[src/rtl/conv_frame_sequencer.sv]
// conv_frame_sequencer
// ---------------------------------------------------------------------------
// Frame-level controller placed in front of the 3x3 convolution engine.
// It accepts a raw 8-bit pixel stream and forwards each accepted pixel to
// the engine, tagged with its raster col/row position. It counts the
// engine's output strobes, drains the pipeline after the last input pixel,
// and then pulses done. A frame error is raised when the number of engine
// outputs differs from the number of interior pixels,
// (IMAGE_WIDTH-2)*(IMAGE_HEIGHT-2).
//
// Handshake: a pixel transfers on any rising clk edge where s_valid and
// s_ready are both high. s_ready is high in STREAM only and does not depend
// on s_valid. s_valid may drop at any time. Low s_valid in STREAM is a
// stall: the counters hold.
//
// Optional build macro: CONV_SEQ_STALL_STATS_EN adds the stall statistics
// outputs stall_cycles and max_stall.
//
// Ports:
//   clk, reset         clock, synchronous active-high reset
//   start              frame start request (acted on only in IDLE)
//   s_pixel/s_valid    upstream pixel stream
//   s_ready            pixel accepted this cycle when s_valid is also high
//   eng_pixel/eng_valid/eng_col/eng_row
//                      registered engine inputs (1-cycle latency)
//   eng_out_valid      engine output strobe
//   busy               high in STREAM and DRAIN
//   done               one-cycle pulse at end of frame
//   frame_error        sticky until the next accepted start
//   out_count          engine outputs counted this frame (saturating)
//   stall_cycles       [macro] STREAM cycles with s_valid low (saturating)
//   max_stall          [macro] longest consecutive stall run this frame
// ---------------------------------------------------------------------------
module conv_frame_sequencer #(
  parameter int IMAGE_WIDTH   = 640,
  parameter int IMAGE_HEIGHT  = 480,
  parameter int DRAIN_TIMEOUT = 64
) (
  input  logic        clk,
  input  logic        reset,
  input  logic        start,
  input  logic [7:0]  s_pixel,
  input  logic        s_valid,
  output logic        s_ready,
  output logic [7:0]  eng_pixel,
  output logic        eng_valid,
  output logic [9:0]  eng_col,
  output logic [9:0]  eng_row,
  input  logic        eng_out_valid,
  output logic        busy,
  output logic        done,
  output logic        frame_error,
  output logic [19:0] out_count
`ifdef CONV_SEQ_STALL_STATS_EN
  ,
  output logic [19:0] stall_cycles,
  output logic [15:0] max_stall
`endif
);

  localparam logic [19:0] EXPECTED = 20'((IMAGE_WIDTH - 2) * (IMAGE_HEIGHT - 2));
  localparam logic [9:0]  LAST_COL = 10'(IMAGE_WIDTH - 1);
  localparam logic [9:0]  LAST_ROW = 10'(IMAGE_HEIGHT - 1);
  localparam int          TW       = $clog2(DRAIN_TIMEOUT + 1);
  localparam logic [TW-1:0] TIMEOUT_LAST = TW'(DRAIN_TIMEOUT - 1);

  typedef enum logic [1:0] {
    IDLE   = 2'd0,
    STREAM = 2'd1,
    DRAIN  = 2'd2,
    DONE   = 2'd3
  } state_t;

  state_t        state;
  state_t        state_next;
  logic [9:0]    col;
  logic [9:0]    row;
  logic [TW-1:0] drain_timer;

  logic xfer;
  logic start_acc;
  logic counting;
  logic last_pixel;
  logic at_expected;
  logic timeout_hit;
  logic err_set;

  assign s_ready     = (state == STREAM);
  assign xfer        = s_ready && s_valid;
  assign start_acc   = (state == IDLE) && start;
  assign counting    = (state == STREAM) || (state == DRAIN);
  assign last_pixel  = xfer && (col == LAST_COL) && (row == LAST_ROW);
  assign at_expected = (out_count == EXPECTED);
  assign timeout_hit = (drain_timer == TIMEOUT_LAST);

  // Next-state logic. In DRAIN, reaching the expected count wins over the
  // timeout. The only error on that path is a strobe arriving when the count
  // is already complete (an overrun).
  always_comb begin
    state_next = state;
    err_set    = 1'b0;
    case (state)
      IDLE:   if (start) state_next = STREAM;
      STREAM: if (last_pixel) state_next = DRAIN;
      DRAIN: begin
        if (at_expected) begin
          state_next = DONE;
          err_set    = eng_out_valid;
        end else if (timeout_hit) begin
          state_next = DONE;
          err_set    = 1'b1;
        end
      end
      DONE:    state_next = IDLE;
      default: state_next = IDLE;
    endcase
  end

  always_ff @(posedge clk) begin
    if (reset) begin
      state       <= IDLE;
      busy        <= 1'b0;
      done        <= 1'b0;
      eng_valid   <= 1'b0;
      eng_pixel   <= '0;
      eng_col     <= '0;
      eng_row     <= '0;
      col         <= '0;
      row         <= '0;
      out_count   <= '0;
      frame_error <= 1'b0;
      drain_timer <= '0;
    end else begin
      state <= state_next;
      // busy and done track the state register exactly.
      busy  <= (state_next == STREAM) || (state_next == DRAIN);
      done  <= (state_next == DONE);

      eng_valid <= xfer;
      if (xfer) begin
        eng_pixel <= s_pixel;
        eng_col   <= col;
        eng_row   <= row;
      end

      if (start_acc) begin
        col         <= '0;
        row         <= '0;
        out_count   <= '0;
        frame_error <= 1'b0;
      end else begin
        if (xfer) begin
          if (col == LAST_COL) begin
            col <= '0;
            row <= (row == LAST_ROW) ? 10'd0 : row + 10'd1;
          end else begin
            col <= col + 10'd1;
          end
        end
        if (counting && eng_out_valid && (out_count != 20'hF_FFFF))
          out_count <= out_count + 20'd1;
        if (err_set)
          frame_error <= 1'b1;
      end

      drain_timer <= (state == DRAIN) ? drain_timer + TW'(1) : '0;
    end
  end

`ifdef CONV_SEQ_STALL_STATS_EN
  logic [15:0] stall_run;
  logic [15:0] stall_run_inc;
  logic        stall;

  assign stall         = (state == STREAM) && !s_valid;
  assign stall_run_inc = (stall_run == 16'hFFFF) ? stall_run : stall_run + 16'd1;

  always_ff @(posedge clk) begin
    if (reset) begin
      stall_cycles <= '0;
      max_stall    <= '0;
      stall_run    <= '0;
    end else if (start_acc) begin
      stall_cycles <= '0;
      max_stall    <= '0;
      stall_run    <= '0;
    end else if (state == STREAM) begin
      if (stall) begin
        if (stall_cycles != 20'hF_FFFF) stall_cycles <= stall_cycles + 20'd1;
        stall_run <= stall_run_inc;
        if (stall_run_inc > max_stall) max_stall <= stall_run_inc;
      end else begin
        stall_run <= '0;
      end
    end
  end
`endif

endmodule

[config.mk]
export PLATFORM = sky130hd
export DESIGN_NAME = conv_frame_sequencer
export DESIGN_NICKNAME = d
export VERILOG_FILES = /design/src/rtl/conv_frame_sequencer.sv
export SDC_FILE = /design/constraint.sdc
export NUM_CORES = 1
export LEC_CHECK = 0
export ABC_AREA = 1
export BUFFER_PORTS_ARGS = -buffer_cell sky130_fd_sc_hd__buf_2
export CAP_MARGIN = 20
export CORE_MARGIN = 2
export CORE_UTILIZATION = 55
export DETAILED_ROUTE_END_ITERATION = 16
export GPL_ROUTABILITY_DRIVEN = 0
export HOLD_SLACK_MARGIN = 0.06
export PLACE_DENSITY_LB_ADDON = 0.05
export SLEW_MARGIN = 10
export SYNTH_ARGS = -nofsm -noshare
export SYNTH_HDL_FRONTEND = slang
export SYNTH_SLANG_ARGS = --single-unit
[constraint.sdc]
create_clock -name clk -period 2.3 [get_ports clk]
set_clock_uncertainty 0.05 [all_clocks]
set_input_delay 0 -clock clk [delete_from_list [all_inputs] [get_ports clk]]
set_output_delay 0 -clock clk [all_outputs]
set_load 0.02 [all_outputs]
==> results.md, run 1 <==
- Worst Path Max Fanout: 19
- Relative slew slack: 60.3%
- Post-synthesis sequential area ratio: 41.9%
- Crit path required time: 2.52 ns
- Number of antenna violations at the first check in global routing: 0
- Simple-gate area share of the yosys netlist: 31.8%
- Clock buffer depth: 2
- Largest family of logic cells by synthesized area: simple AND/OR/NAND/NOR gates
- Ys Warns: 0
- Number of port buffers: 65
- Setup ws final: 0.245 ns
- Peak supply drop: 0.450 mV
- N_diodes: 0
- Synthesized area per cell: 7.12 um2
- Post-cts sizing count: 0
- Cells along the critical path: ha_1 -> nand3_2 -> nor3_4 -> and2_4 -> nand2_4 -> nand2_8 -> nand2_1 -> a21oi_1
- Area grow syn2layout: 18.5%
- Gr usage total: 23.9%
- Mapped Nets: 567
- Starting DRC count in detailed routing: 141
- Final ANT Viol Nets: 0
- Drt drc: 0
- CP Capture Type: flop
- Synth Area in Adders: 3.23%
- DR vias: 3696
- Cell Area, Placed: 0.00430 mm2
- Mux share of post-synthesis cell area: 0%
- RSZ-0062 raised after global routing: false
- Reg clk slew, reported paths: 0.08 ns
- Io pins: 66
- Register bit total from synthesis: 81
- Total Routed Length: 8940 um
- Area leader, netlist: dfxtp_1
- Post-synth top area share: 41.9%
- Post-CTS setup buffer count: 0
- Row Count: 30
- Number of max-cap violations: 0
- Worst Hold Class: in -> reg
- Fin util: 67.6%
- Crit-path max cell delay: 0.44 ns
- CORE AREA: 0.00679 mm2
- Area of the mapped netlist: 0.00387 mm2
- First-pass GRT wire length: 14700 um
- Most common cell in the netlist: nand2_1
- Synth area leaders: dfxtp_1, nand2_1, nor2_1
- DRT Pass-1 Iters: 5
- Xor/xnor share of the synthesized area: 3.62%
- Compound-Gate Fraction of Synth Area: 12.3%
- Minimum clock period: 2.05 ns
- Crit path kind: reg -> reg
- Cell count after synthesis: 544
- TritonCTS Buffers: 9
- Count of different cell masters after synthesis: 35
- TritonCTS clock tree: yes
- Slew @ Worst Pin: 0.595 ns
- Final instance area: 0.00459 mm2
- Post-synth ARST share: 0%
- GRT overflow: 0
- Die width: 87.9 um
- Crit path DAT: 2.27 ns
- Post-CTS Hold Fix Bufs: 12
- Sink Count: 81
- Crit path max-delay cell type: dfxtp_1
- HPWL Detailed: 6360 um
- Worst-Skew Late Latency: 0.35 ns
- Layout cell share with drive strength beyond 1: 17.5%
- Achievable Freq: 0.487 GHz
- Most used DFF post-synth: dfxtp_1
- Tcrit/Tclk final: 89.3%
- Crit path launch type: flop
- Tot Pwr: 3.85 mW
- Status: complete, no violations
- Post-synth EDFFs: 0
- Final Hold Viols: 0
- Non-Filler Instances: 724
- Commonest cells post-synth: nand2_1, nor2_1, dfxtp_1, inv_1, a21oi_1
- Pwr/cell area: 838 mW/mm2
- Fin Hold WS: 0.392 ns
- Average wire per standard cell: 12.4 um
- Vias in the first global route: 3312
- Vert. Die Dim: 87.9 um
- Max-slew violation count: 0
- Initial core utilization: 57.0%
- Via density: 5.10
- Root Buffer Master: clkbuf_8
- Largest net degree at the start of global routing: 40
- CTS HTree Levels: 3
- # setup viols final: 0
- Static leakage: 1.91 nW
- Placed Cells: 698
- Setup Total Neg Slack: 0 ns
- Die area: 0.00773 mm2
- Post-placement setup slack: 0.299 ns
- Nets: 648
## layer usage
layer	routed length [um]	GRT usage, %
met1	3950	29.1
met2	4300	41.8
met3	546	5.66
met4	149	7.69
met5	0	0
## kinds of logic (layout without fill, tap and decap cells)
group / after synthesis / after routing
xor+xnor: 16 / 16
fa+ha+maj: 10 / 10
simple gates: 284 / 284
compound gates: 86 / 86
buf+inv: 67 / 151
flops: 81 / 81
## sequential cells by signal, summed over array words and instances (netlist names)
signal and cells:
eng_pixel 8, drain_timer 7, eng_valid 1, eng_col 10, busy 1, out_count 20
state 2, eng_row 10, frame_error 1, done 1, row 10, col 10
## worst paths after layout
path / start / end / slack, ns / cells past startpoint
hold / removal: s_pixel[2] / eng_pixel[2]$_SDFFE_PP0P_ / 0.39 / 4
setup reg to reg: out_count[0]$_SDFFE_PP0P_ / out_count[9]$_SDFFE_PP0P_ / 0.25 / 8
hold reg to reg: drain_timer[0]$_SDFF_PP0_ / drain_timer[0]$_SDFF_PP0_ / 0.41 / 1
setup / recovery: out_count[0]$_SDFFE_PP0P_ / out_count[9]$_SDFFE_PP0P_ / 0.25 / 8
## cells in the final DEF (no fill, tap or decap)
master / n
a211oi_1: 3
a21oi_1: 39
a21oi_2: 8
and2_4: 1
buf_2: 65
buf_4: 9
clkbuf_8: 11
clkinv_1: 1
clkinv_2: 2
clkinvlp_4: 1
dfxtp_1: 81
dlygate4sd3_1: 12
ha_1: 10
inv_1: 49
inv_2: 1
nand2_1: 118
nand2_2: 3
nand2_4: 1
nand2_8: 1
nand3_1: 35
nand3_2: 1
nand3b_1: 2
nand4_1: 7
nor2_1: 99
nor2_2: 1
nor3_1: 9
nor3_2: 2
nor3_4: 2
nor4_1: 1
o21a_1: 1
o21ai_0: 31
o21ai_1: 2
o21bai_1: 2
or2_2: 1
xnor2_1: 5
xor2_1: 11
## area by class of cell
type,count,area (um2)
inverter,51,191
timing repair buffer,86,513
clock buffer,11,151
clock inverter,3,17.5
multi-input combinational,396,1970
fill,619,2200
sequential,81,1620
tap,96,120
## critical path, delay by kind of cell (launching register included)
kind / cells / cell delay (ns)
compound gates: 1 / 0.15
fa+ha+maj: 1 / 0.36
flops: 1 / 0.44
simple gates: 6 / 0.97
## power breakdown
| group | switching (mW) | internal (mW) | leakage [nW] |
|---|---|---|---|
| sequential | 0.0902 | 1.58 | 0.656 |
| combinational | 0.857 | 0.406 | 1.16 |
| clock | 0.479 | 0.435 | 0.0871 |
(Power assumes the default switching activity.)
==> run 2, diff against run 1 <==
==> constraint.sdc (replaced) <==
create_clock -name clk -period 2.3 [get_ports clk]
set_clock_uncertainty 0.05 [all_clocks]
set_input_delay 0.23 -clock clk [delete_from_list [all_inputs] [get_ports clk]]
set_output_delay 0.23 -clock clk [all_outputs]
set_load 0.02 [all_outputs]
==> run 2 against run 1 <==
Against the previous run: critical path depth stayed put; maximum frequency is 0.43% lower; combinational power hardly changed; design area is 2.6% lower; first-iteration DRC count is 2.1% higher; power is 0.41% lower; non-clock buffer count is 12 lower; via count is 0.68% lower; critical path type unchanged; largest cell class unchanged; highest routed layer unchanged.
==> results.md, run 2 (same netlist as run 1, synthesis figures left out) <==
- Post-placement setup slack: 0.299 ns (unchanged)
- Peak supply drop: 0.449 mV (-0.26%)
- Max-slew violation count: 0 (unchanged)
- Fin util: 65.8% (-1.8 points)
- CORE AREA: 0.00679 mm2 (unchanged)
- R2R cell count: 8 (unchanged)
- Area grow syn2layout: 15.4%
- Post-CTS setup buffer count: 0 (unchanged)
- Cells along the critical path: ha_1 -> nand3_2 -> nor3_4 -> and2_4 -> nand2_4 -> nand2_8 -> nand2_1 -> a21oi_1
- Fin Hold WS: 0.0842 ns (-0.307 ns)
- Crit path from: out_count[0]$_SDFFE_PP0P_
- Vias in the first global route: 3236 (-2.3%)
- Number of port buffers: 65 (unchanged)
- Via density: 5.16 (+1.0%)
- Crit. path cell count: 8 (unchanged)
- Crit path launch type: flop
- Die area: 0.00773 mm2 (unchanged)
- GRT overflow: 0 (unchanged)
- Worst Path Max Fanout: 19 (unchanged)
- Number of antenna violations at the first check in global routing: 0 (unchanged)
- Crit path max-delay family: simple AND/OR/NAND/NOR gates
- Io pins: 66 (unchanged)
- CP Capture Type: flop
- HPWL Detailed: 6360 um (unchanged)
- # setup viols final: 0 (unchanged)
- R2r setup slk: 0.24 ns (about the same)
- Row Count: 30 (unchanged)
- Most common cell after layout, fill and taps aside: nand2_1
- N_diodes: 0 (unchanged)
- Slew @ Worst Pin: 0.585 ns (-0.0102 ns)
- CTS HTree Levels: 3 (unchanged)
- Worst Hold Class: in -> reg
- Die width: 87.9 um (unchanged)
- Pwr/cell area: 857 mW/mm2 (+2.3%)
- Crit-path max cell delay: 0.44 ns (about the same)
- Final ANT Viol Nets: 0 (unchanged)
- Post-CTS Hold Fix Bufs: 0 (-12)
- Buffers and inverters on the worst path: 0 (unchanged)
- First-pass GRT wire length: 14500 um (-1.7%)
- Final Hold Viols: 0 (unchanged)
- Static leakage: 1.86 nW (-2.6%)
- DRT Pass-1 Iters: 4 (-1)
- Max FFs per register: 20 (unchanged)
- Layout cell share with drive strength beyond 1: 17.9% (+0.34 points)
- Drt drc: 0 (unchanged)
- Critical path endpoint: out_count[9]$_SDFFE_PP0P_
- Minimum clock period: 2.06 ns (+0.00893 ns)
- Setup Total Neg Slack: 0 ns (unchanged)
- TritonCTS clock tree: yes
- Most frequent cells in the layout: nand2_1, nor2_1, dfxtp_1, buf_2, inv_1
- TritonCTS Buffers: 9 (unchanged)
- Nets: 636 (-1.9%)
- Biggest register: out_count
- Crit path kind: reg -> reg
- Average wire per standard cell: 12.4 um (+0.18%)
- Crit path DAT: 2.28 ns (about the same)
- Vert. Die Dim: 87.9 um (unchanged)
- Initial core utilization: 57.0% (unchanged)
- Starting DRC count in detailed routing: 144 (+2.1%)
- Setup ws final: 0.236 ns (-0.00893 ns)
- Worst-Skew Late Latency: 0.35 ns (about the same)
- Crit path required time: 2.52 ns (about the same)
- Status: complete, no violations
- Worst r2r src: out_count[0]$_SDFFE_PP0P_
- RSZ-0062 raised after global routing: false
- Largest net degree at the start of global routing: 40 (unchanged)
- Reg clk slew, reported paths: 0.08 ns (about the same)
- Crit path max-delay cell type: dfxtp_1
- DR vias: 3671 (-0.68%)
- Root Buffer Master: clkbuf_8
- Tcrit/Tclk final: 89.7% (+0.39 points)
- Gr usage total: 23.5% (-0.41 points)
- Post-cts sizing count: 0 (unchanged)
- Worst R2R End: out_count[9]$_SDFFE_PP0P_
- Clock buffer depth: 2 (unchanged)
- Relative slew slack: 61.0% (+0.68 points)
- Number of max-cap violations: 0 (unchanged)
- Total Routed Length: 8810 um (-1.5%)
- Sink Count: 81 (unchanged)
- Achievable Freq: 0.485 GHz (-0.43%)
-- run 2: cell count changes in the layout (fill, tap and decap cells not counted) --
cell           before  now
dlygate4sd3_1      12    0
-- run 2: through the flow --
stage / total power, mW / cell area (um2) / std cells
after floorplan: 2.63 / 3870 / 544
final: 3.83 / 4470 / 712
after CTS: 3.87 / 4470 / 712
after detailed placement: 2.95 / 4300 / 698
after global placement: 2.92 / 4300 / 698
after global routing: 4.10 / 4470 / 712
-- run 2: worst register-to-register path, cell delays in order (launching register included) --
cell	delay, ns
dfxtp_1	0.44
ha_1	0.37
nand3_2	0.16
nor3_4	0.23
and2_4	0.23
nand2_4	0.12
nand2_8	0.17
nand2_1	0.08
a21oi_1	0.15
-- run 2: per-layer routing --
metal / share of wire [%] / wire [um] / GRT usage, % / vias to the layer above
met1: 44 / 3890 / 28.9 / 1655
li1: - / - / - / 1882
met3: 6.1 / 534 / 5.66 / 15
met2: 48 / 4220 / 40.5 / 119
met4: 1.8 / 163 / 7.69 / 0
met5: 0 / 0 / 0 / -
-- run 2: final cells by class --
class                      instances  area, um2
clock buffer                      11        151
clock inverter                     3       17.5
fill                             633       2320
inverter                          51        191
multi-input combinational        396       1970
sequential                        81       1620
tap                               96        120
timing repair buffer              74        393
-- run 2: worst min path at each step --
stage                           endpoint                       from  cells after the start  slack [ns]
3_5_place_dp    frame_error$_SDFFE_PP0P_   frame_error$_SDFFE_PP0P_                      2        0.39
4_1_cts        eng_pixel[3]$_SDFFE_PP0P_                 s_pixel[3]                      3        0.07
6_report       eng_pixel[3]$_SDFFE_PP0P_                 s_pixel[3]                      3        0.08
3_3_place_gp   drain_timer[0]$_SDFF_PP0_  drain_timer[0]$_SDFF_PP0_                      1        0.38
5_1_grt        eng_pixel[2]$_SDFFE_PP0P_                 s_pixel[2]                      3        0.09
2_1_floorplan  eng_pixel[0]$_SDFFE_PP0P_                 s_pixel[0]                      2        0.35
-- run 2: report_power, final --
part	leakage [nW]	internal, mW	switching, mW
sequential	0.656	1.58	0.0883
combinational	1.11	0.393	0.853
clock	0.0871	0.436	0.484
total	1.86	2.41	1.42
